**src/rtl/i2c_bus_arbiter_if.sv**
```systemverilog
// Requester-side and I2C-master-side signals of the shared I2C command port.
// The arbiter connects through the slave modport; the environment uses master.
interface i2c_bus_arbiter_if #(
    parameter int N_REQ = 4
);
    logic [N_REQ-1:0]   req_valid;
    logic [N_REQ-1:0]   req_rw;
    logic [7*N_REQ-1:0] req_addr;
    logic [8*N_REQ-1:0] req_wdata;
    logic [N_REQ-1:0]   req_ready;
    logic [N_REQ-1:0]   rsp_valid;
    logic [7:0]         rsp_rdata;
    logic               rsp_err;
    logic               rsp_tmo;
    logic               m_valid;
    logic               m_ready;
    logic               m_rw;
    logic [6:0]         m_addr;
    logic [7:0]         m_wdata;
    logic               m_done;
    logic               m_nack;
    logic [7:0]         m_rdata;
    logic               m_abort;
    logic               busy;

    modport slave (
        input  req_valid, req_rw, req_addr, req_wdata,
        input  m_ready, m_done, m_nack, m_rdata,
        output req_ready, rsp_valid, rsp_rdata, rsp_err, rsp_tmo,
        output m_valid, m_rw, m_addr, m_wdata, m_abort, busy
    );

    modport master (
        output req_valid, req_rw, req_addr, req_wdata,
        output m_ready, m_done, m_nack, m_rdata,
        input  req_ready, rsp_valid, rsp_rdata, rsp_err, rsp_tmo,
        input  m_valid, m_rw, m_addr, m_wdata, m_abort, busy
    );
endinterface

```
**src/rtl/i2c_bus_arbiter.sv**
```systemverilog
// Round-robin arbiter sharing one I2C master command port among N_REQ requesters,
// one transaction in flight, with a watchdog that aborts a hung bus.
module i2c_bus_arbiter #(
    parameter int N_REQ          = 4,
    parameter int TIMEOUT_CYCLES = 100000,
    parameter int TMO_W          = 17
) (
    input logic               clk,
    input logic               rst,
    i2c_bus_arbiter_if.slave  bus
);
    localparam int IDX_W = (N_REQ > 1) ? $clog2(N_REQ) : 1;

    typedef enum logic [1:0] {
        IDLE,
        ISSUE,
        WAIT,
        RESP
    } state_t;

    state_t           state;
    logic [IDX_W-1:0] rr_ptr;
    logic [IDX_W-1:0] winner;
    logic [IDX_W-1:0] pick;
    logic [IDX_W-1:0] cand;
    logic             pick_found;
    logic [TMO_W-1:0] tmo_cnt;

    // Scan downward in priority so the requester closest above rr_ptr is the last one written.
    always_comb begin
        pick       = '0;
        pick_found = 1'b0;
        cand       = '0;
        for (int i = N_REQ - 1; i >= 0; i--) begin
            cand = IDX_W'((int'(rr_ptr) + i) % N_REQ);
            if (bus.req_valid[cand]) begin
                pick       = cand;
                pick_found = 1'b1;
            end
        end
    end

    assign bus.busy = (state != IDLE);

    always_ff @(posedge clk or posedge rst) begin
        if (rst) begin
            state         <= IDLE;
            rr_ptr        <= '0;
            winner        <= '0;
            tmo_cnt       <= '0;
            bus.req_ready <= '0;
            bus.rsp_valid <= '0;
            bus.rsp_rdata <= '0;
            bus.rsp_err   <= 1'b0;
            bus.rsp_tmo   <= 1'b0;
            bus.m_valid   <= 1'b0;
            bus.m_rw      <= 1'b0;
            bus.m_addr    <= '0;
            bus.m_wdata   <= '0;
            bus.m_abort   <= 1'b0;
        end else begin
            case (state)
                IDLE: begin
                    if (pick_found) begin
                        winner        <= pick;
                        bus.m_rw      <= bus.req_rw[pick];
                        bus.m_addr    <= bus.req_addr[int'(pick)*7 +: 7];
                        bus.m_wdata   <= bus.req_wdata[int'(pick)*8 +: 8];
                        bus.m_valid   <= 1'b1;
                        bus.req_ready <= N_REQ'(1) << pick;
                        state         <= ISSUE;
                    end
                end
                ISSUE: begin
                    bus.req_ready <= '0;
                    if (bus.m_valid && bus.m_ready) begin
                        bus.m_valid <= 1'b0;
                        tmo_cnt     <= '0;
                        state       <= WAIT;
                    end
                end
                WAIT: begin
                    tmo_cnt <= tmo_cnt + 1'b1;
                    // A completion on the terminal watchdog cycle still counts as a normal finish.
                    if (bus.m_done) begin
                        bus.rsp_rdata <= (bus.m_rw && !bus.m_nack) ? bus.m_rdata : 8'h00;
                        bus.rsp_err   <= bus.m_nack;
                        bus.rsp_tmo   <= 1'b0;
                        bus.rsp_valid <= N_REQ'(1) << winner;
                        state         <= RESP;
                    end else if (tmo_cnt == TMO_W'(TIMEOUT_CYCLES - 1)) begin
                        bus.m_abort   <= 1'b1;
                        bus.rsp_rdata <= 8'h00;
                        bus.rsp_err   <= 1'b1;
                        bus.rsp_tmo   <= 1'b1;
                        bus.rsp_valid <= N_REQ'(1) << winner;
                        state         <= RESP;
                    end
                end
                RESP: begin
                    bus.rsp_valid <= '0;
                    bus.m_abort   <= 1'b0;
                    rr_ptr        <= (int'(winner) == N_REQ - 1) ? '0 : winner + 1'b1;
                    state         <= IDLE;
                end
                default: state <= IDLE;
            endcase
        end
    end
endmodule

```
**src/flat_wrapper.sv**
```systemverilog
// flat-port wrapper written by rule: the top's interface ports become plain ports
module i2c_bus_arbiter_flat 
#(
    parameter int N_REQ          = 4,
    parameter int TIMEOUT_CYCLES = 100000,
    parameter int TMO_W          = 17
)
  (clk, rst, bus_req_valid, bus_req_rw, bus_req_addr, bus_req_wdata, bus_m_ready, bus_m_done, bus_m_nack, bus_m_rdata, bus_req_ready, bus_rsp_valid, bus_rsp_rdata, bus_rsp_err, bus_rsp_tmo, bus_m_valid, bus_m_rw, bus_m_addr, bus_m_wdata, bus_m_abort, bus_busy);
  i2c_bus_arbiter_if #(.N_REQ(N_REQ)) bus_i ();
  input logic clk;
  input logic rst;
  input wire logic [$bits(bus_i.req_valid)-1:0] bus_req_valid;
  input wire logic [$bits(bus_i.req_rw)-1:0] bus_req_rw;
  input wire logic [$bits(bus_i.req_addr)-1:0] bus_req_addr;
  input wire logic [$bits(bus_i.req_wdata)-1:0] bus_req_wdata;
  input wire logic [$bits(bus_i.m_ready)-1:0] bus_m_ready;
  input wire logic [$bits(bus_i.m_done)-1:0] bus_m_done;
  input wire logic [$bits(bus_i.m_nack)-1:0] bus_m_nack;
  input wire logic [$bits(bus_i.m_rdata)-1:0] bus_m_rdata;
  output wire logic [$bits(bus_i.req_ready)-1:0] bus_req_ready;
  output wire logic [$bits(bus_i.rsp_valid)-1:0] bus_rsp_valid;
  output wire logic [$bits(bus_i.rsp_rdata)-1:0] bus_rsp_rdata;
  output wire logic [$bits(bus_i.rsp_err)-1:0] bus_rsp_err;
  output wire logic [$bits(bus_i.rsp_tmo)-1:0] bus_rsp_tmo;
  output wire logic [$bits(bus_i.m_valid)-1:0] bus_m_valid;
  output wire logic [$bits(bus_i.m_rw)-1:0] bus_m_rw;
  output wire logic [$bits(bus_i.m_addr)-1:0] bus_m_addr;
  output wire logic [$bits(bus_i.m_wdata)-1:0] bus_m_wdata;
  output wire logic [$bits(bus_i.m_abort)-1:0] bus_m_abort;
  output wire logic [$bits(bus_i.busy)-1:0] bus_busy;
  assign bus_i.req_valid = bus_req_valid;
  assign bus_i.req_rw = bus_req_rw;
  assign bus_i.req_addr = bus_req_addr;
  assign bus_i.req_wdata = bus_req_wdata;
  assign bus_i.m_ready = bus_m_ready;
  assign bus_i.m_done = bus_m_done;
  assign bus_i.m_nack = bus_m_nack;
  assign bus_i.m_rdata = bus_m_rdata;
  assign bus_req_ready = bus_i.req_ready;
  assign bus_rsp_valid = bus_i.rsp_valid;
  assign bus_rsp_rdata = bus_i.rsp_rdata;
  assign bus_rsp_err = bus_i.rsp_err;
  assign bus_rsp_tmo = bus_i.rsp_tmo;
  assign bus_m_valid = bus_i.m_valid;
  assign bus_m_rw = bus_i.m_rw;
  assign bus_m_addr = bus_i.m_addr;
  assign bus_m_wdata = bus_i.m_wdata;
  assign bus_m_abort = bus_i.m_abort;
  assign bus_busy = bus_i.busy;
  i2c_bus_arbiter #(.N_REQ(N_REQ), .TIMEOUT_CYCLES(TIMEOUT_CYCLES), .TMO_W(TMO_W)) u_core (.clk(clk), .rst(rst), .bus(bus_i));
endmodule
```
**config.mk**
```make
export PLATFORM = sky130hd
export DESIGN_NAME = i2c_bus_arbiter_flat
export DESIGN_NICKNAME = d
export VERILOG_FILES = /design/src/rtl/i2c_bus_arbiter_if.sv /design/src/rtl/i2c_bus_arbiter.sv /design/src/flat_wrapper.sv
export SDC_FILE = /design/constraint.sdc
export NUM_CORES = 1
export LEC_CHECK = 0
export BUFFER_PORTS_ARGS = -buffer_cell sky130_fd_sc_hd__buf_2
export CAP_MARGIN = 20
export CORE_MARGIN = 3
export CORE_UTILIZATION = 45
export CTS_CLUSTER_SIZE = 16
export DETAILED_ROUTE_END_ITERATION = 8
export GPL_ROUTABILITY_DRIVEN = 0
export PLACE_DENSITY = 0.76
export SYNTH_ARGS = -nofsm -noshare
export SYNTH_HDL_FRONTEND = slang
export SYNTH_SLANG_ARGS = --single-unit
export TNS_END_PERCENT = 1
```
**constraint.sdc**
```tcl
create_clock -name clk -period 1.8 [get_ports clk]
set_clock_uncertainty 0.05 [all_clocks]
set_input_delay 0.09 -clock clk [delete_from_list [all_inputs] [get_ports clk]]
set_output_delay 0.09 -clock clk [all_outputs]
set_load 0.05 [all_outputs]
```
Word level (Yosys, flattened, before mapping)
Cells that the tools add are included.
{"block": "classes", "n_mux": 42, "multipliers": 1, "magnitude_cmp": 5, "n_reduce_logical": 17, "eq_ne": 10, "shifts": 4, "add_sub_neg": 5}
{"cell": "one-hot mux 17 bit (2 select lines)", "count": 1}
{"cell": "variable part select 28 x 32 -> 7 bit", "count": 1}
{"cell": "variable part select 32 x 6 -> 8 bit", "count": 1}
{"cell": "two-way mux 8 bit", "count": 3}
{"cell": "two-way mux 2 bit", "count": 9}
{"cell": "adder 17 x 1 -> 17 bit (second input constant)", "count": 1}
{"cell": "equality test 17 bit (second input constant)", "count": 1}
{"cell": "two-way mux 17 bit", "count": 1}
{"cell": "one-hot mux 4 bit (2 select lines)", "count": 2}
{"cell": "< comparator 2 x 3 -> 1 bit (second input constant)", "count": 5}
{"cell": "two-way mux 1 bit", "count": 15}
{"cell": "two-way mux 4 bit", "count": 3}
{"cell": "binary-select mux 1 bit (select 2 bit)", "count": 5}
{"cell": "AND reduction 2 bit", "count": 5}
{"cell": "nonzero test 2 bit", "count": 5}
{"cell": "AND reduction 3 bit", "count": 3}
{"cell": "one-hot mux 2 bit (4 select lines)", "count": 1}
{"cell": "<< shifter 1 x 2 -> 4 bit (first input constant)", "count": 2}
{"cell": "!= test 2 x 1 -> 1 bit (second input constant)", "count": 3}
{"cell": "multiplier 2 x 3 -> 5 bit (second input constant)", "count": 1}
{"cell": "adder 2 x 1 -> 2 bit (second input constant)", "count": 2}
{"cell": "adder 2 bit (second input constant)", "count": 2}
{"cell": "equality test 2 x 1 -> 1 bit (second input constant)", "count": 2}
{"cell": "equality test 2 bit (second input constant)", "count": 2}
{"cell": "other kinds (6)", "count": 8}
{"block": "totals", "wordCells": 98, "out_inout_bits": 37, "reg_bits": 59}

Depth between registers and ports, before layout
Gate-level depths: netlist of the first run.
{"block": "depth", "ltp_word": 10, "depth_mapped": 8, "depth_no_buf": 7}

Worst setup path before layout of the first run
No wires, ideal clock.
{"block": "synth_path", "path_type": "register -> register", "start": "reg u_core.state[0]", "end": "reg u_core.bus.m_wdata[1]", "period_less_slack_ns": 1.937, "arrival_ns": 1.805, "path_buffers": 1, "path_stages_with_launch": 8, "setup_slack_ns": -0.137, "path_cell_list": "dfrtp_1 -> inv_1 -> ha_1 -> inv_1 -> nor2_2 -> nand2_1 -> buf_4 -> o22ai_1"}
{"block": "synth_via", "elab_chain_len": 2}
{"item": "from (decl)", "line": "i2c_bus_arbiter.sv:21", "source": "state_t state;"}
{"item": "from (signal assigned)", "line": "i2c_bus_arbiter.sv:47", "source": "state <= IDLE;"}
{"item": "from (signal assigned)", "line": "i2c_bus_arbiter.sv:71", "source": "state <= ISSUE;"}
{"item": "from (signal assigned)", "line": "i2c_bus_arbiter.sv:79", "source": "state <= WAIT;"}
{"item": "zero test 2 bit", "line": "i2c_bus_arbiter.sv:62", "source": "case (state)"}
{"item": "AND reduction 2 bit (no source line)"}
{"item": "to (signal assigned)", "line": "i2c_bus_arbiter.sv:68", "source": "bus.m_wdata <= bus.req_wdata[int'(pick)*8 +: 8];"}
{"item": "to (decl)", "line": "i2c_bus_arbiter_if.sv:30", "source": "output m_valid, m_rw, m_addr, m_wdata, m_abort, busy"}
Every way passes these cells.
A chain may end at the register's enable or synchronous reset.

Worst setup path in the final report of the first run
{"block": "layout_path", "start": "reg u_core.tmo_cnt[1]", "end": "reg u_core.bus.rsp_rdata[4]"}
{"block": "layout_via", "elab_chain_len": 3}
{"item": "from (decl)", "line": "i2c_bus_arbiter.sv:27", "source": "logic [TMO_W-1:0] tmo_cnt;"}
{"item": "from (signal assigned)", "line": "i2c_bus_arbiter.sv:83", "source": "tmo_cnt <= tmo_cnt + 1'b1;"}
{"item": "equality test 17 bit", "line": "i2c_bus_arbiter.sv:91", "source": "end else if (tmo_cnt == TMO_W'(TIMEOUT_CYCLES - 1)) begin"}
{"item": "nonzero test 2 bit (no source line)"}
{"item": "AND reduction 2 bit (no source line)"}
{"item": "to (signal assigned)", "line": "i2c_bus_arbiter.sv:86", "source": "bus.rsp_rdata <= (bus.m_rw && !bus.m_nack) ? bus.m_rdata : 8'h00;"}
{"item": "to (decl)", "line": "i2c_bus_arbiter_if.sv:29", "source": "output req_ready, rsp_valid, rsp_rdata, rsp_err, rsp_tmo,"}
Every way passes these cells.

==> impl_metrics.csv, run 1 <==
group,metric,value,unit
layout,final_common_cell,"buf_2",
power,irDropWorstVdd,385.6,uV
synth,yosysWarnings,0,
clock_network,root_buffer,"clkbuf_8",
power,leakage,2.300,nW
power,power_density,594.5,nW/um2
layout,nFillCells,510,
worst_hold_path,hp-start,"bus_req_addr[27]",
synth,postSynthCellCount,313,
timing,max_slew.worst_pin.slew,0.4728,ns
worst_hold_path,holdPathEnd,"u_core.bus.m_addr[6]",
layout,final_cells,597,
synth,syn_nets,403,
drt,dr.pass1.iters,5,
floorplanning,die_h,91.50,um
synth,synthAdderAreaFrac,0.03423,
worst_hold_path,hold_depth,3,
worst_setup_path,reg2reg_depth,7,
clock_network,clk_pin_slew,0.07,ns
global_routing,grt_max_degree,37,
drt,drt_iter0_markers,206,
clock_network,max-clock-path-buffers,2,
placed_design,dp_cells,551,
layout,final_cell_mix,"buf_2 (117), dfrtp_1 (56), buf_4 (34)",
drt,ant_nets,0,
synth,ys_seq_area_frac,0.4488,
synth,syn_area_per_cell,10.51,um2
worst_setup_path,worstReg2RegStart,"u_core.tmo_cnt[1]",
placed_design,io_buffers,117,
worst_setup_path,crit_path_start_kind,"flop",
floorplanning,initial_utilization,0.4737,
placed_design,placed_area,4244,um2
layout,postLayoutCoreUtil,0.6928,
placed_design,dp_hpwl,6.758,mm
floorplanning,core,6944,um2
drt,drc,0,
layout,drive_gt1_frac,0.4400,
worst_hold_path,min_path_type,"input pin to flop",
timing,hold_violations,0,
flow_run,maxCapViolations,0,
global_routing,antenna_found_initial,1,
timing,max_freq,569.0,MHz
timing,setup_viol_count_final,0,
drt,viasPerCell,5.538,
worst_setup_path,timing.rr.end,"u_core.bus.rsp_rdata[4]",
worst_setup_path,worst_ep_required_time,1.97,ns
worst_setup_path,crit_fanout,9,
global_routing,grt_pass1_wl,15.91,mm
synth,synth.distinct_cells,54,
drt,vias,3306,
floorplanning,rows,30,
synth,synth_top_family_by_area,"compound AO/OA/AOI/OAI gates",
clock_network,ctsHtreeMaxLevel,3,
timing,slew_viol_final,0,
synth,ys_seq_elements,59,
timing,timing.final.crit_period,1.758,ns
layout,layout.nets,585,
drt,routed_wl,10.17,mm
synth,synth-compound-area-share,0.2396,
global_routing,grt_usage,0.2351,
worst_setup_path,reg2reg_slack,0.04,ns
layout,areaGrowthSynthToFinish,46.25,%
floorplanning,die_x,91.50,um
clock_network,clock_latency,0.33,ns
floorplanning,die_area,8371,um2
global_routing,grt_pass1_vias,3206,
drt,avgRoutedWirePerCell,17.03,um
clock_network,cts_sinks,59,
synth,synth_xor_area_frac,0.01864,
worst_setup_path,crit_path_end_kind,"flop",
worst_setup_path,arrival,1.93,ns
global_routing,grt-ovfl-total,0,
timing,rsz0062_at_grt,"yes",
layout,seqCellArea,1480,um2
clock_network,numCtsBuffers,9,
clock_network,cts_tree,"yes",
synth,synth-simple-area-share,0.1567,
layout,multiInputGateArea,1772,um2
floorplanning,ios,118,
synth,syn_area,3289,um2
synth,synth_mux_area_frac,0.05896,
timing,slew_headroom,0.6824,
worst_setup_path,path_class,"flop to flop",
status,status,"complete, no violations",
layout,design_area,4811,um2
timing,period_share,0.9764,
==> what timing repair did <==
action,in CTS,in global routing
setup buffers,0,2
hold buffers,27,0
gates cloned,0,0
pin swaps,0,5
endpoints found under the hold margin,78,0
gates resized for setup,3,22
endpoints found under the setup margin,2,37
==> stage by stage <==
| stage | hold slack (ns) | TNS [ns] | total power [mW] | setup slack (ns) |
|---|---|---|---|---|
| 3_5_place_dp | 0.1040 | -0.007438 | 1.643 | -0.007438 |
| 5_1_grt | 0.01117 | -0.4162 | 2.979 | -0.05232 |
| 4_1_cts | 0.001660 | 0 | 2.880 | 0.02728 |
| 2_1_floorplan | 0.1250 | -0.09129 | 1.503 | -0.03674 |
| 6_report | 0.009735 | 0 | 2.860 | 0.04240 |
| 3_3_place_gp | 0.1010 | 0 | 1.636 | 0.04656 |
==> worst max-delay path by stage <==
| stage | endpoint | slack (ns) | from |
|---|---|---|---|
| 6_report | u_core.bus.rsp_rdata[4] | 0.04 | u_core.tmo_cnt[1] |
| 3_5_place_dp | u_core.tmo_cnt[10] | -0.007 | u_core.state[0] |
| 3_3_place_gp | u_core.tmo_cnt[14] | 0.05 | u_core.tmo_cnt[0] |
| 2_1_floorplan | u_core.tmo_cnt[10] | -0.04 | u_core.state[0] |
| 5_1_grt | u_core.bus.rsp_rdata[6] | -0.05 | u_core.tmo_cnt[0] |
| 4_1_cts | u_core.tmo_cnt[10] | 0.03 | u_core.tmo_cnt[0] |
==> power by group <==
group	switching [mW]	leakage [nW]	total [mW]	internal, mW
registers	0.00423	0.726	1.34	1.33
logic	0.174	1.48	0.333	0.159
clock network	0.519	0.0991	1.19	0.670
==> per-layer routing <==
| metal | wire length (um) | vias to the layer above | GRT usage | part of all wire |
|---|---|---|---|---|
| met4 | 478 | 0 | 0.1219 | 0.047 |
| met1 | 4023 | 1573 | 0.2953 | 0.40 |
| met3 | 561 | 40 | 0.04971 | 0.055 |
| met2 | 5107 | 142 | 0.3792 | 0.50 |
| met5 | 0 | - | 0 | 0 |
| li1 | - | 1551 | - | - |
==> final cells by class <==
cell class                      count  share of cell area
Timing Repair Buffer              183              0.2481
Tap cell                           96             0.02497
Sequential cell                    59              0.3077
Clock buffer                       11             0.02939
Multi-Input combinational cell    230              0.3683
Antenna cell                        1           0.0005202
Inverter                           12             0.01014
Clock inverter                      5             0.01092
==> registers in the layout, summed over array words and instances (netlist names), 2 cells and up <==
register / flops
u_core.bus.m_addr: 7
u_core.bus.m_wdata: 8
u_core.bus.req_ready: 4
u_core.bus.rsp_rdata: 8
u_core.bus.rsp_valid: 4
u_core.rr_ptr: 2
u_core.state: 2
u_core.tmo_cnt: 17
u_core.winner: 2
==> cell usage after synthesis, drive strengths merged <==
master	instances	area, um2
a22oi	1	7.510
o221a	2	22.52
a21oi	7	35.03
a21o	2	15.01
a31oi	2	12.51
nor2	34	130.1
nor4bb	2	20.02
mux2	3	33.78
o22ai	17	162.7
a22o	10	87.58
o21ai	26	130.1
o211ai	1	7.510
a2bb2oi	2	17.52
nand3	6	30.03
dfrtp	59	1476
buf	10	88.83
nor3	8	40.04
o31ai	3	22.52
a32o	2	20.02
nor2b	5	38.78
nand4	3	18.77
and4	4	35.03
and2	2	12.51
mux2i	16	160.2
nor4	1	21.27
xnor2	7	61.31
nand2b	7	46.30
a211oi	1	20.02
o311ai	1	8.760
ha	9	112.6
o21bai	1	7.510
and3	2	12.51
inv	12	45.04
o2111ai	1	15.01
nand2	23	88.84
a221oi	16	196.4
or3	2	12.51
clkbuf	2	7.510
nor4b	1	8.760
==> logic make-up after synthesis <==
family | after synthesis
AO/OA/AOI/OAI | 95
XOR/XNOR | 7
adder cells (fa/ha/maj) | 9
buffers and inverters | 24
flip-flops | 59
multiplexers | 19
AND/OR/NAND/NOR | 100
==> critical path, stage by stage (launching register included) <==
cell	delay, ns
dfrtp_1	0.37
ha_2	0.19
and4_4	0.25
nand4_1	0.13
buf_4	0.17
nand2b_1	0.09
nand2_2	0.13
a22o_1	0.26
(Power assumes the default switching activity.)
==> run 2: changes to the inputs <==
- PLACE_DENSITY: 0.76 -> 0.73
- clock period: 1.8 -> 2.1 ns (I/O delays scaled with it)
==> run 2 against run 1 <==
  * Cell area shrank 7.4%
  * Die area unchanged
  * Worst setup slack improved by 0.014 ns
  * Critical path depth shrank 1
==> impl_metrics.csv, run 2 (synthesis results as in run 1) <==
group,metric,value,unit
drt,vias,3103,
placed_design,io_buffers,117,
layout,drive_gt1_frac,0.3833,
timing,timing.final.crit_period,2.043,ns
drt,dr.pass1.iters,5,
clock_network,cts_tree,"yes",
timing,period_share,0.9731,
timing,setup_viol_count_final,0,
drt,ant_nets,0,
timing,hold_violations,0,
placed_design,placed_area,3995,um2
global_routing,grt_pass1_wl,14.34,mm
worst_setup_path,crit_path_start_kind,"flop",
drt,viasPerCell,5.512,
clock_network,root_buffer,"clkbuf_8",
floorplanning,die_x,91.50,um
floorplanning,die_h,91.50,um
layout,seqCellArea,1476,um2
global_routing,grt_pass1_vias,3022,
global_routing,antenna_found_initial,0,
power,leakage,2.147,nW
layout,largest_register,"u_core.tmo_cnt",
layout,final_cell_mix,"buf_2 (117), dfrtp_1 (59), nor2_1 (32)",
layout,n_antenna_cell,0,
timing,rsz0062_at_grt,"yes",
drt,routed_wl,8.791,mm
global_routing,grt_usage,0.2125,
drt,drc,0,
global_routing,grt-ovfl-total,0,
worst_setup_path,arrival,2.20,ns
worst_setup_path,crit_fanout,5,
timing,slew_headroom,0.5905,
drt,avgRoutedWirePerCell,15.61,um
worst_setup_path,worst_ep_required_time,2.26,ns
floorplanning,initial_utilization,0.4737,
layout,areaGrowthSynthToFinish,35.49,%
layout,layout.nets,552,
layout,nFillCells,586,
placed_design,dp_hpwl,6.197,mm
power,irDropWorstVdd,295.5,uV
layout,top_regs,"u_core.tmo_cnt x17, u_core.bus.m_wdata x8, u_core.bus.rsp_rdata x8",
layout,design_area,4457,um2
timing,max_slew.worst_pin.slew,0.6120,ns
timing,slew_viol_final,0,
floorplanning,ios,118,
layout,final_common_cell,"buf_2",
drt,drt_iter0_markers,154,
worst_setup_path,crit_path_end_kind,"flop",
status,status,"complete, no violations",
clock_network,cts_sinks,59,
floorplanning,rows,30,
timing,max_freq,489.4,MHz
floorplanning,core,6944,um2
floorplanning,die_area,8371,um2
worst_hold_path,min_path_type,"input pin to flop",
clock_network,cts_setup_buffers,0,
clock_network,max-clock-path-buffers,2,
layout,largest_reg_flops,17,
worst_setup_path,path_class,"flop to flop",
global_routing,grt_max_degree,23,
layout,multiInputGateArea,1688,um2
clock_network,numCtsBuffers,9,
power,power_density,599.4,nW/um2
placed_design,dp_cells,526,
layout,final_cells,563,
clock_network,clock_latency,0.33,ns
clock_network,ctsHtreeMaxLevel,3,
clock_network,clk_pin_slew,0.07,ns
timing,hold-worst-slack,0.01144,ns
flow_run,maxCapViolations,0,
layout,postLayoutCoreUtil,0.6418,
run 2: report_power, final:
part / internal, mW / total, mW / switching [mW] / leakage [nW]
clock network: 0.817 / 1.26 / 0.446 / 0.123
logic: 0.123 / 0.262 / 0.139 / 1.29
registers: 1.14 / 1.15 / 0.00358 / 0.729
run 2: stage by stage:
| step | setup WS (ns) | power, mW | TNS (ns) |
|---|---|---|---|
| floorplan | 0.1630 | 1.288 | 0 |
| CTS | 0.03662 | 2.690 | 0 |
| finish | 0.05657 | 2.672 | 0 |
| global route | -0.04233 | 2.764 | -0.04233 |
| detailed placement | 0.08749 | 1.398 | 0 |
| global placement | 0.1800 | 1.392 | 0 |
run 2: layout make-up:
cell class	instances	area share
tap	96	0.02695
clock buffer	11	0.03172
multi-input combinational	230	0.3787
clock inverter	5	0.02246
sequential	59	0.3313
timing repair buffer	150	0.1988
inverter	12	0.01011
run 2: worst paths after layout:
check	from	endpoint	slack, ns	depth (start not counted)
max	u_core.tmo_cnt[0]	u_core.state[1]	0.06	6
min	bus_req_addr[21]	u_core.bus.m_addr[0]	0.01	3
max reg2reg	u_core.tmo_cnt[0]	u_core.state[1]	0.06	6
min reg2reg	u_core.bus.req_ready[1]	u_core.bus.req_ready[1]	0.44	2
max in group asynchronous	rst	u_core.tmo_cnt[9]	1.07	4
min in group asynchronous	rst	u_core.bus.m_addr[0]	0.27	3
run 2: what timing repair did:
action | 4_1_cts | 5_1_grt
setup endpoints to repair | 0 | 19
endpoints found under the hold margin | 36 | 0
resized for setup | 0 | 4
hold buffers | 21 | 0
run 2: worst max-delay path, stage by stage, from the launching register on:
cell,delay (ns)
dfrtp_1,0.41
ha_1,0.23
and4_1,0.25
nand4_1,0.23
nor2b_2,0.27
nor2_1,0.15
mux2_1,0.33
run 2: routing by layer:
layer / wire length [um] / part of all wire / track usage / up-vias
met5: 0 / 0 / 0 / -
met4: 161 / 0.018 / 0.09673 / 0
met3: 445 / 0.051 / 0.03314 / 16
met2: 4326 / 0.49 / 0.3494 / 122
met1: 3857 / 0.44 / 0.2742 / 1488
li1: - / - / - / 1477
==> run 3: changes to the inputs <==
- ABC_AREA: default -> 1
- PLACE_DENSITY: 0.73 -> 0.72
==> run 3 against run 2 <==
  * Worst setup slack gained 0.10 ns
  * Non-clock buffer count shrank 4
  * Power grew to 3.0 times the previous value
  * Fmax grew 5.3%
  * Cell count grew 38%
  * Critical path depth grew 8
  * Clock power shrank 6%
  * Clock-buffer cell count is the same
  * Utilization shrank 3.0 points
  * Critical endpoint is now u_core.bus.m_addr[1]
  * Largest cell class unchanged
  * Largest power group is now combinational cells
==> impl_metrics.csv, run 3 <==
group,metric,value,unit
status,status,"complete, no violations",
synth,yosys.area.top_type,"dfrtp_1",
timing,max_slew.worst_pin.slew,0.5675,ns
timing,period_share,0.9241,
worst_setup_path,path_class,"flop to flop",
synth,yosysWarnings,0,
power,combPwrFrac,0.632,
clock_network,ctsHtreeMaxLevel,3,
clock_network,max-clock-path-buffers,2,
worst_setup_path,crit_path_end_kind,"flop",
worst_setup_path,arrival,2.11,ns
timing,rsz0062_at_grt,"yes",
drt,routed_wl,9.826,mm
layout,areaGrowthSynthToFinish,28.76,%
worst_hold_path,hold_depth,3,
timing,setup_viol_count_final,0,
worst_setup_path,cp_num_buf_inv,2,
synth,synth_edf_count,0,
floorplanning,die_h,97.29,um
power,p_int,3.755,mW
timing,hold-worst-slack,0.02501,ns
global_routing,antenna_found_initial,0,
synth,synthArstFlopShare,1.000,
synth,synthMostInstantiatedCell,"nand2_1",
power,p_sw_frac,0.5347,
timing,timing.final.crit_period,1.941,ns
drt,viasPerCell,4.927,
worst_setup_path,crit_fanout,37,
global_routing,grt-ovfl-total,0,
clock_network,cts_tree,"yes",
layout,layout.nets,761,
worst_setup_path,cp.depth,14,
power,total_power,8.070,mW
synth,ys_top_cells_by_area,"dfrtp_1 (39%), nand2_1 (16%), nand3_1 (9.6%)",
synth,synth.top_cells.by_count,"nand2_1 (163), inv_1 (88), nand3_1 (72)",
layout,top_regs,"u_core.tmo_cnt x17, u_core.bus.m_wdata x8, u_core.bus.rsp_rdata x8",
worst_setup_path,cp_common_cell,"nand2_1",
drt,drc,0,
timing,slew_viol_final,0,
worst_setup_path,worst_ep_required_time,2.27,ns
global_routing,grt_usage,0.2113,
synth,synth_top_area_frac,0.3937,
worst_setup_path,slowest_stage,"dfrtp_2",
layout,final_cell_mix,"nand2_1 (163), buf_2 (117), inv_1 (87)",
synth,synth.distinct_cells,32,
synth,syn_area_per_cell,7.049,um2
drt,vias,3828,
floorplanning,initial_utilization,0.4754,
timing,max_freq,515.3,MHz
layout,largest_register,"u_core.tmo_cnt",
power,p_seq_frac,0.222,
worst_setup_path,timing.rr.end,"u_core.bus.m_addr[1]",
power,p_sw,4.315,mW
synth,ys_seq_elements,59,
clock_network,root_buffer,"clkbuf_8",
layout,largest_reg_flops,17,
global_routing,grt_pass1_vias,3674,
worst_setup_path,worstReg2RegStart,"u_core.rr_ptr[0]",
layout,final_cells,777,
worst_setup_path,crit_family,"simple AND/OR/NAND/NOR gates",
placed_design,io_buffers,117,
global_routing,grt_pass1_wl,16.59,mm
floorplanning,core,7888,um2
flow_run,maxCapViolations,0,
drt,avgRoutedWirePerCell,12.65,um
worst_setup_path,path_cells,"inv_4 -> nand2_1 -> nand2_1 -> nand2_1 -> nand2_1 -> nor2_1 -> nor2_1 -> nand2_4 -> nand2_8 -> nand2_1 -> nand3_2 -> nand2_1 -> inv_1 -> nand2_1",
clock_network,numCtsBuffers,9,
global_routing,grt_max_degree,38,
clock_network,clock_latency,0.33,ns
layout,final_common_cell,"nand2_1",
power,power_density,1671,nW/um2
worst_setup_path,max_stage_delay,0.47,ns
synth,syn_nets,622,
timing,slew_headroom,0.6211,
floorplanning,die_x,97.29,um
drt,drt_iter0_markers,150,
placed_design,dp_cells,750,
placed_design,dp_hpwl,7.381,mm
clock_network,clk_pin_slew,0.07,ns
power,irDropWorstVdd,830.9,uV
synth,postSynthCellCount,532,
layout,nFillCells,735,
worst_setup_path,cp-endpoint,"u_core.bus.m_addr[1]",
worst_setup_path,reg2reg_depth,14,
synth,synth-main-ff-cell,"dfrtp_1",
clock_network,cts_sinks,59,
worst_hold_path,min_path_type,"input pin to flop",
floorplanning,die_area,9464,um2
timing,hold_violations,0,
power,leakage,2.791,nW
layout,design_area,4828,um2
worst_setup_path,crit_start,"u_core.rr_ptr[0]",
placed_design,placed_area,4466,um2
layout,n_antenna_cell,0,
synth,syn_area,3750,um2
timing,fin_setup_tns,0,ns
power,clkPwrFrac,0.146,
drt,dr.pass1.iters,7,
drt,ant_nets,0,
synth,ys_seq_area_frac,0.3937,
floorplanning,rows,32,
layout,drive_gt1_frac,0.2726,
floorplanning,ios,118,
worst_setup_path,crit_path_start_kind,"flop",
worst_setup_path,reg2reg_slack,0.16,ns
## run 3: area by class of cell
cell class	instances	area [um2]	share of cell area
sequential	59	1478	0.3060
clock inverter	4	73.82	0.01529
clock buffer	11	151.4	0.03136
tap	102	127.6	0.02643
timing repair buffer	146	853.3	0.1767
multi-input combinational	362	1793	0.3713
inverter	93	351.6	0.07282
## run 3: cell families after synthesis
kind of cell / count (synthesis) / share of synthesized area
AO/OA/AOI/OAI: 50 / 0.07741
adder cells (fa/ha/maj): 9 / 0.03003
flip-flops: 59 / 0.3937
buffers and inverters: 111 / 0.1305
AND/OR/NAND/NOR: 302 / 0.3660
XOR/XNOR: 1 / 0.002336
## run 3: per-layer routing
metal | global-route usage | wire, um
met5 | 0 | 0
met4 | 0.07881 | 162
met3 | 0.04307 | 640
met2 | 0.3551 | 4660
met1 | 0.2689 | 4363
## run 3: worst min path at each step
| stage | slack (ns) | endpoint | startpoint |
|---|---|---|---|
| finish | 0.03 | u_core.bus.rsp_err | bus_m_nack |
| global route | 0.03 | u_core.bus.m_wdata[1] | bus_req_wdata[25] |
| CTS | 0.01 | u_core.bus.m_wdata[1] | bus_req_wdata[25] |
| detailed placement | 0.14 | u_core.bus.m_addr[2] | rst |
| global placement | 0.15 | u_core.bus.m_addr[2] | rst |
| floorplan | 0.17 | u_core.bus.rsp_tmo | bus_m_done |
## run 3: repair_timing
action / CTS / global route
hold endpoints to repair: 33 / 0
hold buffers: 10 / 0
setup endpoints to repair: 7 / 23
gates resized for setup: 0 / 3
setup buffers: 2 / 0
gates cloned: 0 / 0
## run 3: power by group through the flow
stage	Clock [mW]	Combinational (mW)	Sequential [mW]
CTS	1.20	5.10	1.79
floorplan	0	3.00	2.75
global placement	0	4.93	1.80
global route	1.25	5.64	1.84
detailed placement	0	5.02	1.80
finish	1.18	5.10	1.79
## run 3: through the flow
step,setup slack (ns),utilization
4_1_cts,0.04677,0.6109
3_3_place_gp,0.07526,0.5661
6_report,0.1594,0.6122
3_5_place_dp,-0.02526,0.5661
5_1_grt,-0.02041,0.6122
2_1_floorplan,0.2235,-
## run 3: worst min-delay path, cell delays in order
cell and delay (ns):
buf_2 0.07, nor2_1 0.04, o21ai_0 0.15
